File: src/rtl/spi_slave_reg_ctrl.sv
// Command/register sequencer for an SPI slave byte interface: decodes a command byte per
// chip-select transaction and runs auto-incrementing register writes/reads in the i_Clk domain.
module spi_slave_reg_ctrl #(
  parameter int unsigned ADDR_W     = 7,
  parameter int unsigned RD_TIMEOUT = 15,
  parameter logic [7:0]  ERR_BYTE   = 8'hEE,
  parameter logic [3:0]  STATUS_ID  = 4'hA
) (
  input  logic              i_Clk,
  input  logic              i_Rst_L,
  input  logic              i_RX_DV,
  input  logic [7:0]        i_RX_Byte,
  output logic              o_TX_DV,
  output logic [7:0]        o_TX_Byte,
  input  logic              i_SPI_CS_n,
  output logic [ADDR_W-1:0] o_Reg_Addr,
  output logic              o_Reg_WE,
  output logic [7:0]        o_Reg_WData,
  output logic              o_Reg_RE,
  input  logic [7:0]        i_Reg_RData,
  input  logic              i_Reg_RValid,
  output logic              o_Busy
);

  localparam int unsigned CntW = $clog2(RD_TIMEOUT + 1);

  typedef enum logic [2:0] {StIdle, StCmd, StWrData, StRdWait, StRdData} state_e;

  state_e            state_q;
  logic              cs_meta_q, cs_sync_q, cs_prev_q;
  logic [ADDR_W-1:0] addr_q;
  logic [CntW-1:0]   cnt_q;
  logic              overrun_q, timeout_q;
  logic              preload_q;
  logic              cs_fall, cs_rise;
  logic [7:0]        status;

  assign cs_fall = cs_prev_q & ~cs_sync_q;
  assign cs_rise = ~cs_prev_q & cs_sync_q;
  assign status  = {STATUS_ID, 2'b00, overrun_q, timeout_q};
  assign o_Busy  = ~cs_sync_q;

  always_ff @(posedge i_Clk or negedge i_Rst_L) begin
    if (!i_Rst_L) begin
      state_q     <= StIdle;
      cs_meta_q   <= 1'b1;
      cs_sync_q   <= 1'b1;
      cs_prev_q   <= 1'b1;
      addr_q      <= '0;
      cnt_q       <= '0;
      overrun_q   <= 1'b0;
      timeout_q   <= 1'b0;
      preload_q   <= 1'b1;
      o_TX_DV     <= 1'b0;
      o_TX_Byte   <= 8'h00;
      o_Reg_Addr  <= '0;
      o_Reg_WE    <= 1'b0;
      o_Reg_WData <= 8'h00;
      o_Reg_RE    <= 1'b0;
    end else begin
      cs_meta_q <= i_SPI_CS_n;
      cs_sync_q <= cs_meta_q;
      cs_prev_q <= cs_sync_q;
      o_TX_DV   <= 1'b0;
      o_Reg_WE  <= 1'b0;
      o_Reg_RE  <= 1'b0;

      // Status preload goes out once after reset and once after every transaction end
      if (preload_q) begin
        o_TX_DV   <= 1'b1;
        o_TX_Byte <= status;
        preload_q <= 1'b0;
      end

      unique case (state_q)
        StIdle: begin
          if (cs_fall) state_q <= StCmd;
        end
        StCmd: begin
          if (i_RX_DV) begin
            addr_q    <= i_RX_Byte[ADDR_W-1:0];
            overrun_q <= 1'b0;
            timeout_q <= 1'b0;
            if (i_RX_Byte[7]) begin
              o_Reg_RE   <= 1'b1;
              o_Reg_Addr <= i_RX_Byte[ADDR_W-1:0];
              cnt_q      <= '0;
              state_q    <= StRdWait;
            end else begin
              state_q <= StWrData;
            end
          end
        end
        StWrData: begin
          if (i_RX_DV) begin
            o_Reg_WE    <= 1'b1;
            o_Reg_WData <= i_RX_Byte;
            o_Reg_Addr  <= addr_q;
            addr_q      <= addr_q + ADDR_W'(1);
          end
        end
        StRdWait: begin
          if (i_RX_DV) overrun_q <= 1'b1;
          // Valid data beats a coincident timeout
          if (i_Reg_RValid) begin
            o_TX_DV   <= 1'b1;
            o_TX_Byte <= i_Reg_RData;
            addr_q    <= addr_q + ADDR_W'(1);
            state_q   <= StRdData;
          end else if (cnt_q == CntW'(RD_TIMEOUT)) begin
            o_TX_DV   <= 1'b1;
            o_TX_Byte <= ERR_BYTE;
            timeout_q <= 1'b1;
            addr_q    <= addr_q + ADDR_W'(1);
            state_q   <= StRdData;
          end else begin
            cnt_q <= cnt_q + CntW'(1);
          end
        end
        StRdData: begin
          if (i_RX_DV) begin
            o_Reg_RE   <= 1'b1;
            o_Reg_Addr <= addr_q;
            cnt_q      <= '0;
            state_q    <= StRdWait;
          end
        end
        default: state_q <= StIdle;
      endcase

      // Transaction end: a same-cycle write byte still strobes, read activity is dropped
      if (cs_rise) begin
        state_q   <= StIdle;
        preload_q <= 1'b1;
        if (state_q inside {StCmd, StRdWait, StRdData}) begin
          o_TX_DV  <= 1'b0;
          o_Reg_RE <= 1'b0;
        end
      end
    end
  end

endmodule
File: config.mk
export PLATFORM = sky130hd
export DESIGN_NAME = spi_slave_reg_ctrl
export DESIGN_NICKNAME = d
export VERILOG_FILES = /design/src/rtl/spi_slave_reg_ctrl.sv
export SDC_FILE = /design/constraint.sdc
export NUM_CORES = 1
export LEC_CHECK = 0
export CAP_MARGIN = 15
export CORE_MARGIN = 1
export CORE_UTILIZATION = 46
export DETAILED_ROUTE_END_ITERATION = 12
export HOLD_SLACK_MARGIN = 0.06
export PLACE_DENSITY_LB_ADDON = 0.05
export SETUP_SLACK_MARGIN = 0.5
export SYNTH_ARGS = -nofsm -noshare
export SYNTH_HDL_FRONTEND = slang
export SYNTH_SLANG_ARGS = --single-unit
File: constraint.sdc
create_clock -name i_Clk -period 1.5 [get_ports i_Clk]
set_input_delay 0.3 -clock i_Clk [delete_from_list [all_inputs] [get_ports i_Clk]]
set_output_delay 0.3 -clock i_Clk [all_outputs]
set_load 0.1 [all_outputs]
-- Word-level counts from Yosys, hierarchy flattened
Cells that the tools add are included.
- memories kept: 0
- RAM bits: 0
- output and inout port bits: 27
- input bits: 21
- register bits after elaboration: 46
- bits in latches: 0
- bits in read-only memories: 0
- logic and storage cells: 101
- add/subtract/negate cells: 2
- magnitude comparators: 0
- div/mod/pow operators: 0
- reductions and logical operators: 13
- $mul: 0
- shifts and indexed selects: 0
- equal/unequal tests: 20
- bitwise operators: 4
- mux-type cells: 47
- operator list (kind ; count):
    7-bit 2-to-1 mux ; 7
    8-bit 2-to-1 mux ; 4
    7-bit one-hot mux with 3 select lines ; 1
    4-bit 2-to-1 mux ; 5
    1-bit 2-to-1 mux ; 18
    3-bit 2-to-1 mux ; 6
    2-bit != test, second input constant ; 9
    3-bit one-hot mux with 5 select lines ; 1
    7-bit one-hot mux with 2 select lines ; 1
    3-bit != test, second input constant ; 4
    4-bit one-hot mux with 3 select lines ; 1
    4-bit AND reduction ; 3
    7-bit by 1-bit adder with 7-bit output, second input constant ; 1
    3-bit by 2-bit equality test with 1-bit output, second input constant ; 2
    1-bit one-hot mux with 2 select lines ; 3
    6-bit AND reduction ; 1
    3-bit nonzero test ; 2
    5-bit AND reduction ; 1
    4-bit by 1-bit adder with 4-bit output, second input constant ; 1
    4-bit equality test, second input constant ; 1
    4-bit != test, second input constant ; 1
    2-bit nonzero test ; 2
    3-bit by 1-bit equality test with 1-bit output, second input constant ; 1
    3-bit equality test, second input constant ; 1
    7 further kinds ; 9

-- Depth between registers and ports, before layout
Gate-level depths: netlist of run 1.
- depth after elaboration: 6
- depth in mapped cells: 6

-- Least setup slack after synthesis of run 1
No wires, ideal clock.
- path kind: register to register
- start: register state_q[2]
- end: register o_Reg_Addr[0]
- period minus slack after synthesis: 1.680 ns
- data arrival time: 1.552 ns
- stages on the path, launching flop included: 6
- path slack: -0.180 ns
- cells stage by stage: dfrtp_1 > buf_2 > nand2b_4 > a21oi_4 > mux2_2 > mux2_1
- longest elaborated chain between the ends: 4
- elaborated cells on any way between the ends: 10
- those cells by class: eq/ne (6); mux (1); reduce/logical (3)
- ends and longest elaborated chain (element ; line ; RTL):
    from (decl) ; 29 ; state_e state_q;
    from (signal assigned) ; 45 ; state_q <= StIdle;
    from (signal assigned) ; 77 ; if (cs_fall) state_q <= StCmd;
    from (signal assigned) ; 88 ; state_q <= StRdWait;
    3-bit equality test / 3-bit by 2-bit equality test with 1-bit output (equally long branches) ; 75 ; unique case (state_q)
    2-bit OR reduction (no line) ; n/a ;
    2-bit by 1-bit != test with 1-bit output (no line) / 2-bit nonzero test (equally long branches) ; n/a ;
    4-bit AND reduction (no line) ; n/a ;
    to (signal assigned) ; 86 ; o_Reg_Addr <= i_RX_Byte[ADDR_W-1:0];
    to (signal assigned) ; 98 ; o_Reg_Addr <= addr_q;
    to (signal assigned) ; 123 ; o_Reg_Addr <= addr_q;
    to (decl) ; 16 ; output logic [ADDR_W-1:0] o_Reg_Addr,
Several ways; a longest one is shown, not always the timed one.
A chain may end at the register's enable or synchronous reset.

-- Final worst setup path of run 1
- start: register state_q[1]
- end: register o_Reg_Addr[1]
The elaborated chain is that of the path after synthesis.

==> results of run 1 <==
-- layer usage --
layer	part of all wire, %	vias up	GRT usage (%)
met2	51	93	46.63
met3	5.5	23	4.583
met5	0	-	0
met1	40	1078	33.51
li1	-	932	-
met4	2.8	0	11.98
-- metrics by stage --
stage	hold WS [ps]	utilization, %	instance area, um^2	worst slack, ps	setup TNS [ps]
after global placement	275.8	73.37	3488	-310.4	-6542
after detailed placement	288.0	73.37	3488	-366.7	-7389
after global routing	-20.21	86.58	4116	-207.3	-3662
after CTS	-38.37	83.47	3969	-121.7	-1387
after floorplan	4.409	-	2436	-170.7	-1355
final	-47.52	86.58	4116	-162.9	-2280
-- cell type report --
class / instances / area (um^2) / area share, %
well taps: 67 / 83.83 / 2.036
inverters: 5 / 22.52 / 0.5471
clock inverters: 3 / 68.82 / 1.672
multi-input cells: 133 / 1335 / 32.43
flip-flops and latches: 46 / 1186 / 28.81
clock buffers: 5 / 68.82 / 1.672
repair buffers: 113 / 1351 / 32.83
-- cell families (layout without fill, tap and decap cells) --
kind of cell,after synthesis,in the layout
simple gates,50,51
fa+ha+maj,4,4
buf+inv,14,126
flops,46,46
xor+xnor,1,1
compound gates,50,50
mux,27,27
-- flip-flops by register name, summed over array words and instances, names as in the netlist, 3 cells and up --
register and cells:
o_TX_Byte 8, o_Reg_WData 8, state_q 3, cnt_q 4, o_Reg_Addr 7, addr_q 7
-- worst max-delay path: cells and delay by family (launching register included) --
kind	cells	cell delay (ps)
flip-flops	1	460
AO/OA/AOI/OAI	1	160
AND/OR/NAND/NOR	1	170
buffers and inverters	1	150
multiplexers	2	620
-- power breakdown --
group / internal, uW / switching (uW)
clock: 668 / 443
sequential: 1780 / 567
combinational: 3100 / 3780
-- worst paths after layout --
kind,startpoint,end,slack [ps]
max,state_q[1],o_Reg_Addr[1],-160
max in group asynchronous,i_Rst_L,o_Reg_WData[4],1030
min reg2reg,cs_meta_q,cs_sync_q,360
min in group i_Clk,cs_meta_q,cs_sync_q,360
max reg2reg,state_q[1],o_Reg_Addr[1],-160
min,i_Rst_L,o_Reg_Addr[0],-50
-- cell usage in the layout (no fill, tap or decap), drive strengths merged, types with 3 or more instances in the layout --
cell type	Yosys	routed
clkbuf	2	5
o22a	5	5
buf	7	94
dfstp	4	4
o21ai	11	11
and3	3	3
clkdlybuf4s50	0	19
nand2	9	9
nand3	4	4
dfrtp	42	42
nand2b	4	4
inv	5	4
nor2	9	10
a21o	5	5
a22o	7	7
ha	3	3
nor2b	5	5
a21oi	8	8
mux2	25	25
-- timing repair --
| item | 4_1_cts | 5_1_grt |
|---|---|---|
| buffers inserted | 20 | 8 |
| hold endpoints to repair | 15 | 15 |
| resized for setup | 43 | 20 |
| setup endpoints to repair | 69 | 70 |
| cloned | 1 | 0 |
| pin swaps | 18 | 20 |
==> results.cfg, run 1 <==
[synth]
synthMostInstantiatedCell = dfrtp_1
synth_fa_ha_area_share_pct = 2.088
synth-async-reset-ratio_pct = 100.0
synthCells = 192
synth_compound_area_share_pct = 17.09
number_of_flops_mapped_to_enable_cells_by_yosys = 0
combinational_family_with_the_most_area_after_synthesis = compound AO/OA/AOI/OAI gates
synth_area_per_cell_um2 = 11.86
synth_xor_area_share_pct = 0.3846
yosys.area.top_type = dfrtp_1
synth.area.top_cells = dfrtp_1 46%, mux2_1 8.4%, dfstp_2 4.6%, mux2_2 4.0%, a22o_1 2.7%
synth_seq_area_share_pct = 50.77
synth.net_count = 216
yosysUniqueCellTypes = 54
synth_top_flop_cell = dfrtp_1
synth.cell_area_um2 = 2277
post_synth_mux_area_share_pct = 13.24
yosys.area_share.simple_pct = 13.19
synth_top_area_share_pct = 46.15
postSynthRegisterBits = 46
yosysWarningCount = 0
synth.cells.most_frequent = 42 x dfrtp_1, 17 x mux2_1, 9 x nand2_1, 8 x mux2_2, 8 x nor2_1

[drt]
via_per_inst = 5.715
antenna_violating_nets_post_route = 0
detail_route.iter0.violations = 111
detail_route.wl_per_cell_um = 19.82
detail_route.drc_violations = 0
detail_route.first_pass.iterations = 4
dr_total_vias = 2126
totalWireLength_um = 7374

[finish]
syn2layout_area_growth_pct = 80.77
post_route_cells_drive_above_1_share_pct = 64.26
finalNonFillerCells = 372
layout.filler_cells = 227
fin_nets = 328
num_antenna_cells = 0

[clock_tree]
cts_tree = yes
clkSlewWorstSetupHoldPaths_ps = 90
cts.root.buffer_cell = clkbuf_8
clock_sink_count = 46
cts-htree-levels = 2
clk-insertion-delay-late_ps = 300
tritoncts.num_buffers = 5
cts_buffer_depth = 2

[critical_path]
worstSetupStartpointType = flip-flop
reg2regPathDepth = 5
cpPeakStageDelay_ps = 460
slowest_stage = dfrtp_2
critical_path_peak_fanout = 8
critPathKind = flip-flop to flip-flop
worst-endpoint-arrival_ps = 1860
crit_required_ps = 1700
crit_chain = nand2b_4 > a21oi_4 > buf_12 > mux2_1 > mux2_4
end_kind = flip-flop

[global_route]
global_route_wire_length_before_repair_um = 10680
global_route.usage.total_pct = 27.11
antenna_found_initial = 0
grt_overflow_total = 0
first_global_vias = 2173
grt_max_degree = 28

[outcome]
run_status = finished, violations left
failed_checks = hold timing, setup timing

[place]
port_buffers = 47
placed_cells_incl_taps = 335
globalplace.congestion = 0.8794
place_hpwl_um = 4404

[sta]
finalCriticalPeriod_ps = 1663
final_critical_path_setup_slack_ps = -162.9
finalHoldWorstSlack_ps = -47.52
final.setup_skew_ps = 7.529
max-slew-margin-rel_pct = 66.94
timing.final.crit_share_pct = 110.9
worst-slew-pin-transition_ps = 495.8
rsz0062_at_grt = true
final-setup-viol-count = 27
maxClockFrequency_mhz = 601.3
finalHoldViolations = 15
count_of_pins_over_their_slew_limit = 0

[floorplan]
fp.dieArea_um2 = 5236
die_height_um = 72.36
ios = 48
design.core.area_um2 = 4755
placement_rows = 25
start_util_pct = 47.89
fp.dieW_um = 72.36

[run]
max_cap_violations = 0

[pwr]
vdd_drop_max_v = 0.002150
static-leakage-power_uw = 0.001840
power.total_uw = 10330
powerDensity_nw_per_um2 = 2510

[worst_hold_path]
min_delay_worst_type = input pin to async pin
Power figures use the tool's default switching activity.
==> inputs of run 2 (changes only) <==
CAP_MARGIN = default   (was 15)
==> results of run 2 <==
Final layout, timing and power as in run 1 (identical DEF).
